$ cat src/rtl/mem_bus_arbiter_pkg.sv
// rtl/mem_bus_arbiter_pkg.sv - shared types and defaults for the memory bus arbiter
//
// Purpose: FSM state enum, bus owner encoding, default bus widths and a
// counter-width helper used by mem_bus_arbiter and mem_arb_pick.
// Ports: none (package).

package mem_bus_arbiter_pkg;

  localparam int ADDR_W_DEF = 32;
  localparam int DATA_W_DEF = 32;

  typedef enum logic [1:0] {
    IDLE      = 2'd0,
    REQ       = 2'd1,
    WAIT_RESP = 2'd2
  } arb_state_t;

  typedef enum logic {
    OWN_IBUS = 1'b0,
    OWN_DBUS = 1'b1
  } owner_t;

  // Bits needed to hold the values 0..max_val (never less than one bit).
  function automatic int cnt_width(input int max_val);
    return (max_val < 2) ? 1 : $clog2(max_val + 1);
  endfunction

endpackage

$ cat src/rtl/mem_arb_pick.sv
// rtl/mem_arb_pick.sv - winner select and starvation counter update
//
// Purpose: combinational arbitration between instruction and data bus.
// Data bus wins a contested cycle unless the instruction bus has already
// lost STARVE_MAX times in a row, in which case the instruction bus wins.
// Ports:
//   ibus_req     in   instruction bus request
//   dbus_req     in   data bus request
//   starve_cnt   in   consecutive contested dbus wins so far
//   pick_valid   out  at least one request present
//   pick_ibus    out  1 = instruction bus wins, 0 = data bus wins
//   starve_next  out  counter value to store if this pick is taken

module mem_arb_pick
  import mem_bus_arbiter_pkg::*;
#(
  parameter int STARVE_MAX = 4,
  parameter int CNT_W      = cnt_width(STARVE_MAX)
) (
  input  logic             ibus_req,
  input  logic             dbus_req,
  input  logic [CNT_W-1:0] starve_cnt,
  output logic             pick_valid,
  output logic             pick_ibus,
  output logic [CNT_W-1:0] starve_next
);

  localparam logic [CNT_W-1:0] STARVE_LIM = CNT_W'(STARVE_MAX);

  logic starved;

  always_comb begin
    starved     = (starve_cnt == STARVE_LIM);
    pick_valid  = ibus_req | dbus_req;
    pick_ibus   = ibus_req & (~dbus_req | starved);
    starve_next = starve_cnt;
    if (pick_ibus) begin
      starve_next = '0;
    end else if (dbus_req && ibus_req && !starved) begin
      // Only a dbus win over a waiting ibus counts; saturates at the limit.
      starve_next = starve_cnt + CNT_W'(1);
    end
  end

endmodule

$ cat src/rtl/mem_bus_arbiter.sv
// rtl/mem_bus_arbiter.sv - one-outstanding arbiter of ibus/dbus onto a memory port
//
// Purpose: shares a single memory port between the instruction and data
// buses. One transaction in flight; data bus priority with bounded
// instruction-fetch starvation; response timeout returns an error.
// Ports:
//   clk, rst                       clock, synchronous active-high reset
//   ibus_req_i/addr_i              fetch request, held until ibus_gnt_o
//   ibus_gnt_o/rvalid_o/rdata_o/err_o  fetch accept, response, data, timeout
//   dbus_req_i/we_i/addr_i/wdata_i/sel_i  data request, held until dbus_gnt_o
//   dbus_gnt_o/rvalid_o/rdata_o/err_o  data accept, response/ack, data, timeout
//   mem_req_o/we_o/addr_o/wdata_o/sel_o  memory request and registered fields
//   mem_gnt_i/rvalid_i/rdata_i     memory accept, response, read data
//   busy_o                         a transaction is in progress

module mem_bus_arbiter
  import mem_bus_arbiter_pkg::*;
#(
  parameter int ADDR_W     = ADDR_W_DEF,
  parameter int DATA_W     = DATA_W_DEF,
  parameter int STARVE_MAX = 4,
  parameter int TIMEOUT    = 255
) (
  input  logic                clk,
  input  logic                rst,
  input  logic                ibus_req_i,
  input  logic [ADDR_W-1:0]   ibus_addr_i,
  output logic                ibus_gnt_o,
  output logic                ibus_rvalid_o,
  output logic [DATA_W-1:0]   ibus_rdata_o,
  output logic                ibus_err_o,
  input  logic                dbus_req_i,
  input  logic                dbus_we_i,
  input  logic [ADDR_W-1:0]   dbus_addr_i,
  input  logic [DATA_W-1:0]   dbus_wdata_i,
  input  logic [DATA_W/8-1:0] dbus_sel_i,
  output logic                dbus_gnt_o,
  output logic                dbus_rvalid_o,
  output logic [DATA_W-1:0]   dbus_rdata_o,
  output logic                dbus_err_o,
  output logic                mem_req_o,
  output logic                mem_we_o,
  output logic [ADDR_W-1:0]   mem_addr_o,
  output logic [DATA_W-1:0]   mem_wdata_o,
  output logic [DATA_W/8-1:0] mem_sel_o,
  input  logic                mem_gnt_i,
  input  logic                mem_rvalid_i,
  input  logic [DATA_W-1:0]   mem_rdata_i,
  output logic                busy_o
);

  localparam int SEL_W  = DATA_W / 8;
  localparam int SCNT_W = cnt_width(STARVE_MAX);
  localparam int TCNT_W = cnt_width(TIMEOUT);
  localparam logic [TCNT_W-1:0] TIMEOUT_LIM = TCNT_W'(TIMEOUT);

  arb_state_t          state_q, state_d;
  owner_t              owner_q, owner_d;
  logic [SCNT_W-1:0]   starve_q, starve_d;
  logic [TCNT_W-1:0]   tcnt_q, tcnt_d;

  logic                we_q, we_d;
  logic [ADDR_W-1:0]   addr_q, addr_d;
  logic [DATA_W-1:0]   wdata_q, wdata_d;
  logic [SEL_W-1:0]    sel_q, sel_d;
  logic                load;

  logic                pick_valid;
  logic                pick_ibus;
  logic [SCNT_W-1:0]   starve_next;

  logic                grant;
  logic                resp_ok;
  logic                resp_err;
  logic                own_i;
  logic                own_d;

  mem_arb_pick #(
    .STARVE_MAX (STARVE_MAX),
    .CNT_W      (SCNT_W)
  ) u_pick (
    .ibus_req    (ibus_req_i),
    .dbus_req    (dbus_req_i),
    .starve_cnt  (starve_q),
    .pick_valid  (pick_valid),
    .pick_ibus   (pick_ibus),
    .starve_next (starve_next)
  );

  always_ff @(posedge clk) begin
    if (rst) begin
      state_q  <= IDLE;
      owner_q  <= OWN_DBUS;
      starve_q <= '0;
      tcnt_q   <= '0;
      we_q     <= 1'b0;
      addr_q   <= '0;
      wdata_q  <= '0;
      sel_q    <= '0;
    end else begin
      state_q  <= state_d;
      owner_q  <= owner_d;
      starve_q <= starve_d;
      tcnt_q   <= tcnt_d;
      if (load) begin
        we_q    <= we_d;
        addr_q  <= addr_d;
        wdata_q <= wdata_d;
        sel_q   <= sel_d;
      end
    end
  end

  // Next-state and handshake decode. mem_rvalid_i is only looked at in
  // WAIT_RESP, so stray or late responses elsewhere are dropped.
  always_comb begin
    state_d  = state_q;
    owner_d  = owner_q;
    starve_d = starve_q;
    tcnt_d   = tcnt_q;
    load     = 1'b0;
    grant    = 1'b0;
    resp_ok  = 1'b0;
    resp_err = 1'b0;
    case (state_q)
      IDLE: begin
        if (pick_valid) begin
          load     = 1'b1;
          owner_d  = pick_ibus ? OWN_IBUS : OWN_DBUS;
          starve_d = starve_next;
          state_d  = REQ;
        end
      end
      REQ: begin
        grant = mem_gnt_i;
        if (mem_gnt_i) begin
          tcnt_d  = '0;
          state_d = WAIT_RESP;
        end
      end
      WAIT_RESP: begin
        if (mem_rvalid_i) begin
          resp_ok = 1'b1;
          state_d = IDLE;
        end else if (tcnt_q == TIMEOUT_LIM) begin
          resp_err = 1'b1;
          state_d  = IDLE;
        end else begin
          tcnt_d = tcnt_q + TCNT_W'(1);
        end
      end
      default: begin
        state_d = IDLE;
      end
    endcase
  end

  // Fields for the winning request; a fetch is a full-width read.
  always_comb begin
    if (pick_ibus) begin
      we_d    = 1'b0;
      addr_d  = ibus_addr_i;
      wdata_d = '0;
      sel_d   = '1;
    end else begin
      we_d    = dbus_we_i;
      addr_d  = dbus_addr_i;
      wdata_d = dbus_wdata_i;
      sel_d   = dbus_sel_i;
    end
  end

  assign own_i = (owner_q == OWN_IBUS);
  assign own_d = (owner_q == OWN_DBUS);

  assign mem_req_o   = (state_q == REQ);
  assign mem_we_o    = we_q;
  assign mem_addr_o  = addr_q;
  assign mem_wdata_o = wdata_q;
  assign mem_sel_o   = sel_q;
  assign busy_o      = (state_q != IDLE);

  assign ibus_gnt_o    = grant & own_i;
  assign ibus_rvalid_o = (resp_ok | resp_err) & own_i;
  assign ibus_err_o    = resp_err & own_i;
  assign ibus_rdata_o  = (resp_ok & own_i) ? mem_rdata_i : '0;

  assign dbus_gnt_o    = grant & own_d;
  assign dbus_rvalid_o = (resp_ok | resp_err) & own_d;
  assign dbus_err_o    = resp_err & own_d;
  assign dbus_rdata_o  = (resp_ok & own_d) ? mem_rdata_i : '0;

endmodule
$ cat config.mk
export PLATFORM = sky130hd
export DESIGN_NAME = mem_bus_arbiter
export DESIGN_NICKNAME = d
export VERILOG_FILES = /design/src/rtl/mem_bus_arbiter_pkg.sv /design/src/rtl/mem_arb_pick.sv /design/src/rtl/mem_bus_arbiter.sv
export SDC_FILE = /design/constraint.sdc
export NUM_CORES = 1
export LEC_CHECK = 0
export ABC_AREA = 1
export BUFFER_PORTS_ARGS = -buffer_cell sky130_fd_sc_hd__buf_4
export CAP_MARGIN = 0
export CORE_MARGIN = 3
export CORE_UTILIZATION = 40
export CTS_BUF_LIST = sky130_fd_sc_hd__clkbuf_16
export CTS_CLUSTER_DIAMETER = 30
export CTS_CLUSTER_SIZE = 30
export DETAILED_ROUTE_END_ITERATION = 7
export MAX_ROUTING_LAYER = met4
export PLACE_DENSITY_LB_ADDON = 0.08
export SLEW_MARGIN = 10
export SYNTH_ARGS = -nofsm -noshare
export SYNTH_HDL_FRONTEND = slang
export SYNTH_SLANG_ARGS = --single-unit
$ cat constraint.sdc
create_clock -name clk -period 4.4 [get_ports clk]
set_input_delay 0.22 -clock clk [delete_from_list [all_inputs] [get_ports clk]]
set_output_delay 0.22 -clock clk [all_outputs]
set_load 0.05 [all_outputs]
==> results of run 1 <==
==> cell type report <==
cell class                      instances  area, sq um  share of cell area, %
Inverter                               87          328                   4.95
Multi-Input combinational cell        460         2050                   30.9
Clock buffer                            9          225                   3.40
Sequential cell                        83         1660                   25.1
Tap cell                              136          170                   2.57
Timing Repair Buffer                  281         2110                   31.8
Clock inverter                          6         82.6                   1.25
==> synthesized netlist by cell type, types with 6 or more instances <==
cell      number  area [sq um]
nand2_2        7          43.8
nand3_2       10           100
clkbuf_1      14          52.6
buf_4          6          45.0
nor2_1       154           578
buf_6          6          67.6
a21oi_1       42           210
nand3_1       63           315
buf_2         14          70.1
nand2_1      158           593
dfxtp_1       83          1660
o21ai_1        6          30.0
inv_1         86           323
==> layout by cell type, fill, tap and decap left out, types with 2 or more instances in the layout <==
cell and count:
nand2_1 158, a21oi_1 42, o21ai_1 6, nor2_1 154, nor2_4 2, dfxtp_1 83
nor2_2 2, a22oi_1 2, nand2_4 2, ha_1 3, buf_4 281, nand2_2 7
bufinv_16 2, nand3_1 63, inv_1 87, clkbuf_16 9, o21ai_0 2, clkinv_2 3
nand3_2 10
==> cell families after synthesis <==
| family | count (synthesis) | synth area share [%] |
|---|---|---|
| AO/OA/AOI/OAI | 55 | 6.94 |
| XOR/XNOR | 1 | 0.205 |
| adder cells (fa/ha/maj) | 3 | 0.879 |
| buffers and inverters | 127 | 13.1 |
| flip-flops | 83 | 38.9 |
| AND/OR/NAND/NOR | 401 | 39.9 |
==> stage by stage <==
step                      hold slack (ns)  area (sq um)  setup WS (ns)  total power [mW]
after floorplan                     0.355          4270           2.31              1.36
after global placement              0.443          6320           1.40              1.59
after detailed placement            0.448          6320           1.33              1.61
after CTS                           0.107          6630           1.55              2.39
after global routing                0.124          6630           1.23              2.49
final                               0.113          6630           1.57              2.37
==> state kept, by name, summed over array words and instances, names as in the netlist <==
| signal | flops |
|---|---|
| mem_we_o | 1 |
| mem_addr_o | 32 |
| tcnt_q | 8 |
| starve_q | 3 |
| state_q | 2 |
| mem_wdata_o | 32 |
| mem_sel_o | 4 |
| own_d | 1 |
==> metal layers <==
layer,routed length [microns],track usage (%),vias to the layer above
met3,1100,5.23,21
li1,-,-,2539
met2,7320,40.6,192
met4,308,6.50,0
met5,0,-,-
met1,5280,24.0,2235
==> how the worst min path moves through the flow <==
stage,startpoint,end,cells after the start
floorplan,dbus_sel_i[0],mem_sel_o[0]$_SDFFE_PP0P_,2
global placement,dbus_sel_i[0],mem_sel_o[0]$_SDFFE_PP0P_,3
global route,dbus_sel_i[3],mem_sel_o[3]$_SDFFE_PP0P_,3
detailed placement,dbus_sel_i[2],mem_sel_o[2]$_SDFFE_PP0P_,3
finish,dbus_sel_i[3],mem_sel_o[3]$_SDFFE_PP0P_,3
CTS,dbus_sel_i[3],mem_sel_o[3]$_SDFFE_PP0P_,3
==> tightest hold or removal path: stages <==
cell	delay [ns]
buf_4	0.07
nor2_1	0.03
nor2_1	0.08
==> power breakdown <==
group,leakage (nW),switching [mW],internal (mW)
Sequential,0.684,0.0416,0.821
Combinational,2.85,0.479,0.248
Clock,0.156,0.295,0.491
Total,3.69,0.816,1.56
==> flow_metrics.py, run 1 <==
metrics = {
    "floorplan": {
        "rows": 37,
        "coreArea_sq_um": 10400,
        "die_y_microns": 109,
        "die_x_microns": 109,
        "start_util_pct": 41.2,
        "io_pins": 280,
        "dieArea_sq_um": 12000,
    },
    "sta": {
        "fmax_ghz": 0.353,
        "slew_headroom_pct": 34.8,
        "finClkSkew_ns": 0.00831,
        "finalCriticalPeriod_ns": 2.83,
        "finalSetupViolCount": 0,
        "rsz0062_at_grt": "no",
        "tns_ns": 0,
        "worst_pin_slew_ns": 0.976,
        "hold_viol_final": 0,
        "final-max-slew-violation-count": 0,
        "finalCritPeriodShare_pct": 64.4,
    },
    "clock_network": {
        "cts_max_path_buffers": 2,
        "cts_resized": 0,
        "cts_setup_buffers": 0,
        "cts_sinks": 83,
        "cts.clk_slew.worst_paths_ns": 0.06,
        "cts_buffers": 9,
        "cts_root_buf": "clkbuf_16",
        "insertion_delay_ns": 0.33,
        "hold_buffers": 0,
        "cts_tree": "built",
        "h-tree-depth": 3,
    },
    "worst_setup_path": {
        "cp_num_buf_inv": 3,
        "crit-reg2reg-launch": "state_q[1]$_SDFFE_PP0P_",
        "crit_path_max_fanout": 64,
        "crit_path_end_kind": "flip-flop",
        "cp_top_family": "buffers and inverters",
        "path_depth": 8,
        "critPathLaunch": "state_q[1]$_SDFFE_PP0P_",
        "timing.reg2reg.setup_slack_ns": 1.57,
        "crit_arrival_ns": 3.07,
        "startpoint_type": "flip-flop",
        "worstSetupPathType": "flip-flop to flip-flop",
        "crit_end": "mem_addr_o[21]$_SDFFE_PP0P_",
        "slowest_stage": "clkinv_2",
        "ff2ff_path_depth": 8,
        "worstPathCellList": "nor2_4, o21ai_4, clkinv_2, buf_4, nor2_1, nor2_1, nand2_1, inv_1",
        "cpMostUsedCell": "nor2_1",
        "worst_path_largest_cell_delay_ns": 1.01,
        "rr_endpoint": "mem_addr_o[21]$_SDFFE_PP0P_",
        "required_ns": 4.63,
    },
    "route": {
        "drt-pass1-iter-count": 4,
        "ant_nets": 0,
        "wire_per_inst_microns": 13.2,
        "vias_per_cell": 4.70,
        "routed_wl_microns": 14000,
        "vias": 4987,
        "drt-initial-drc-count": 267,
        "drc": 0,
    },
    "yosys": {
        "ys_ff_latch": 83,
        "synth_edf_count": 0,
        "ys_types": 27,
        "ys_warn_count": 0,
        "ys_dominant_reg_cell": "dfxtp_1",
        "syn_inst": 670,
        "synthArstFlopShare_pct": 0,
        "synth_area_sq_um": 4270,
        "seq_area_frac_synth_pct": 38.9,
        "synth.net_count": 812,
        "syn_area_per_cell_sq_um": 6.38,
    },
    "power_and_ir_drop": {
        "power.density_nw_per_um2": 358,
        "leakage_nw": 3.69,
        "ir_drop_mv": 0.221,
    },
    "run": {
        "max-cap-violations": 0,
    },
    "cells_and_area": {
        "nets": 1064,
        "antennaDiodeCount": 0,
        "syn_to_final_growth_pct": 55.1,
        "layout.cells.non_filler": 1062,
        "utilization_pct": 63.9,
        "drive_gt1_share_pct": 34.6,
        "fill_cells": 967,
    },
    "worst_hold_path": {
        "hp-class": "input port to flip-flop",
    },
    "global_route": {
        "grt_usage_pct": 22.3,
        "grt_pass1_wl_microns": 20500,
        "antenna_found_initial": 0,
        "grt_pass1_vias": 4381,
        "gr-total-overflow": 0,
        "grt_max_degree": 73,
    },
    "placed_design": {
        "portBuffers": 279,
        "dp_hpwl_microns": 10700,
        "place_inst": 1047,
        "place_congestion": 0.875,
    },
    "status": {
        "run_status": "completed",
    },
}
Power figures use the tool's default switching activity.
==> inputs of run 2 (changes only) <==
clock period = 3 ns   (was 4.4 ns; I/O delays follow)
==> run 2 against run 1 <==
Critical path depth fell by 3. Register-to-register slack got worse by 0.82 ns. First-iteration DRC count up 21%. Largest cell class unchanged. Largest power group unchanged.
==> flow_metrics.py, run 2 (synthesis gave the netlist of run 1 again) <==
metrics = {
    "global_route": {
        "grt_max_degree": 53,
        "grt_pass1_wl_microns": 20800,
        "grt_usage_pct": 22.5,
        "antenna_found_initial": 0,
        "busiest_layer": "met2",
        "gr-total-overflow": 0,
        "use_met3_pct": 4.29,
        "grt_util_met1_pct": 24.2,
        "grt_pass1_vias": 4413,
        "grt_use_met2_pct": 41.4,
    },
    "sta": {
        "hold_viol_final": 0,
        "tns_ns": 0,
        "rsz0062_at_grt": "no",
        "slew_headroom_pct": 32.7,
        "layout_setup_ws_ns": 0.713,
        "final-max-slew-violation-count": 0,
        "finalCriticalPeriod_ns": 2.29,
        "finalSetupViolCount": 0,
        "finClkSkew_ns": 0.00865,
        "holdWs_ns": 0.0389,
        "worst_pin_slew_ns": 1.01,
        "fmax_ghz": 0.437,
        "finalCritPeriodShare_pct": 76.2,
    },
    "run": {
        "max-cap-violations": 0,
    },
    "worst_setup_path": {
        "required_ns": 2.85,
        "crit_path_max_fanout": 32,
        "worstSetupPathType": "flip-flop to output port",
        "crit_arrival_ns": 2.14,
        "crit_path_end_kind": "output port",
        "timing.reg2reg.setup_slack_ns": 0.75,
        "startpoint_type": "flip-flop",
    },
    "floorplan": {
        "die_x_microns": 109,
        "coreArea_sq_um": 10400,
        "rows": 37,
        "dieArea_sq_um": 12000,
        "start_util_pct": 41.2,
        "die_y_microns": 109,
        "io_pins": 280,
    },
    "cells_and_area": {
        "utilization_pct": 64.4,
        "multiInputGateArea_sq_um": 2050,
        "syn_to_final_growth_pct": 56.2,
        "final_cell_mix": "283 x buf_4, 158 x nand2_1, 154 x nor2_1",
        "fill_cells": 958,
        "seq_area_sq_um": 1660,
        "antennaDiodeCount": 0,
        "drive_gt1_share_pct": 34.9,
        "nets": 1067,
        "final_common_cell": "buf_4",
    },
    "clock_network": {
        "h-tree-depth": 3,
        "cts_max_path_buffers": 2,
        "cts_tree": "built",
        "cts_setup_buffers": 0,
        "insertion_delay_ns": 0.33,
        "cts_root_buf": "clkbuf_16",
        "hold_buffers": 0,
        "cts.clk_slew.worst_paths_ns": 0.06,
        "cts_resized": 0,
        "cts_buffers": 9,
        "cts_sinks": 83,
    },
    "status": {
        "run_status": "completed",
    },
    "power_and_ir_drop": {
        "power_frac_clock_pct": 33.7,
        "switching_share_pct": 34.5,
        "p_switching_mw": 1.22,
        "leakage_nw": 3.72,
        "ir_drop_mv": 0.303,
        "pwr-share-comb_pct": 30.6,
        "internal_power_mw": 2.31,
        "power_frac_seq_pct": 35.7,
        "power.density_nw_per_um2": 528,
    },
    "route": {
        "wire_per_inst_microns": 13.3,
        "routed_wl_microns": 14200,
        "ant_nets": 0,
        "vias": 4968,
        "drt-pass1-iter-count": 4,
        "vias_per_cell": 4.66,
        "drc": 0,
        "drt-initial-drc-count": 322,
    },
    "worst_hold_path": {
        "hp-class": "input port to flip-flop",
    },
    "placed_design": {
        "preCtsSetupSlack_ns": 0.759,
        "place_congestion": 0.845,
        "dp_hpwl_microns": 10900,
        "portBuffers": 279,
    },
}
run 2: critical path, stage by stage, from the launching register on:
cell     delay (ns)
dfxtp_1        0.41
nand2_2        0.12
nor2_1         0.15
nand2_1        0.58
nor2_1         0.29
buf_4          0.24
run 2: layer usage:
| layer | part of all wire [%] | up-vias |
|---|---|---|
| met5 | 0 | - |
| met3 | 7.9 | 18 |
| met4 | 1.8 | 0 |
| met1 | 37 | 2222 |
| li1 | - | 2549 |
| met2 | 53 | 179 |
run 2: power by group through the flow:
stage                     combinational, mW  sequential [mW]  clock [mW]
after floorplan                       0.402             1.59           0
after global placement                 1.07             1.28           0
after detailed placement               1.09             1.28           0
after CTS                              1.09             1.26        1.21
after global routing                   1.17             1.27        1.27
final                                  1.08             1.26        1.19
run 2: worst paths after layout:
check | to | from | cells past startpoint
worst max-delay path | ibus_rdata_o[5] | state_q[1]$_SDFFE_PP0P_ | 5
worst min-delay path | mem_sel_o[1]$_SDFFE_PP0P_ | dbus_sel_i[1] | 3
worst max register to register | mem_sel_o[3]$_SDFFE_PP0P_ | starve_q[0]$_SDFFE_PP0P_ | 9
worst min register to register | mem_wdata_o[19]$_SDFFE_PP0P_ | mem_wdata_o[19]$_SDFFE_PP0P_ | 2
run 2: layout make-up:
| class | count | share of cell area [%] |
|---|---|---|
| timing repair buffer | 284 | 32.1 |
| multi-input combinational | 460 | 30.7 |
| sequential | 83 | 24.9 |
| inverter | 87 | 4.91 |
| clock buffer | 9 | 3.37 |
| tap | 136 | 2.55 |
| clock inverter | 7 | 1.44 |
run 2: through the flow:
stage | cells | total power [mW] | cell area (sq um)
after floorplan | 670 | 2.00 | 4270
after global placement | 1050 | 2.35 | 6350
after detailed placement | 1050 | 2.37 | 6350
after CTS | 1066 | 3.56 | 6680
after global routing | 1066 | 3.70 | 6680
final | 1066 | 3.53 | 6680
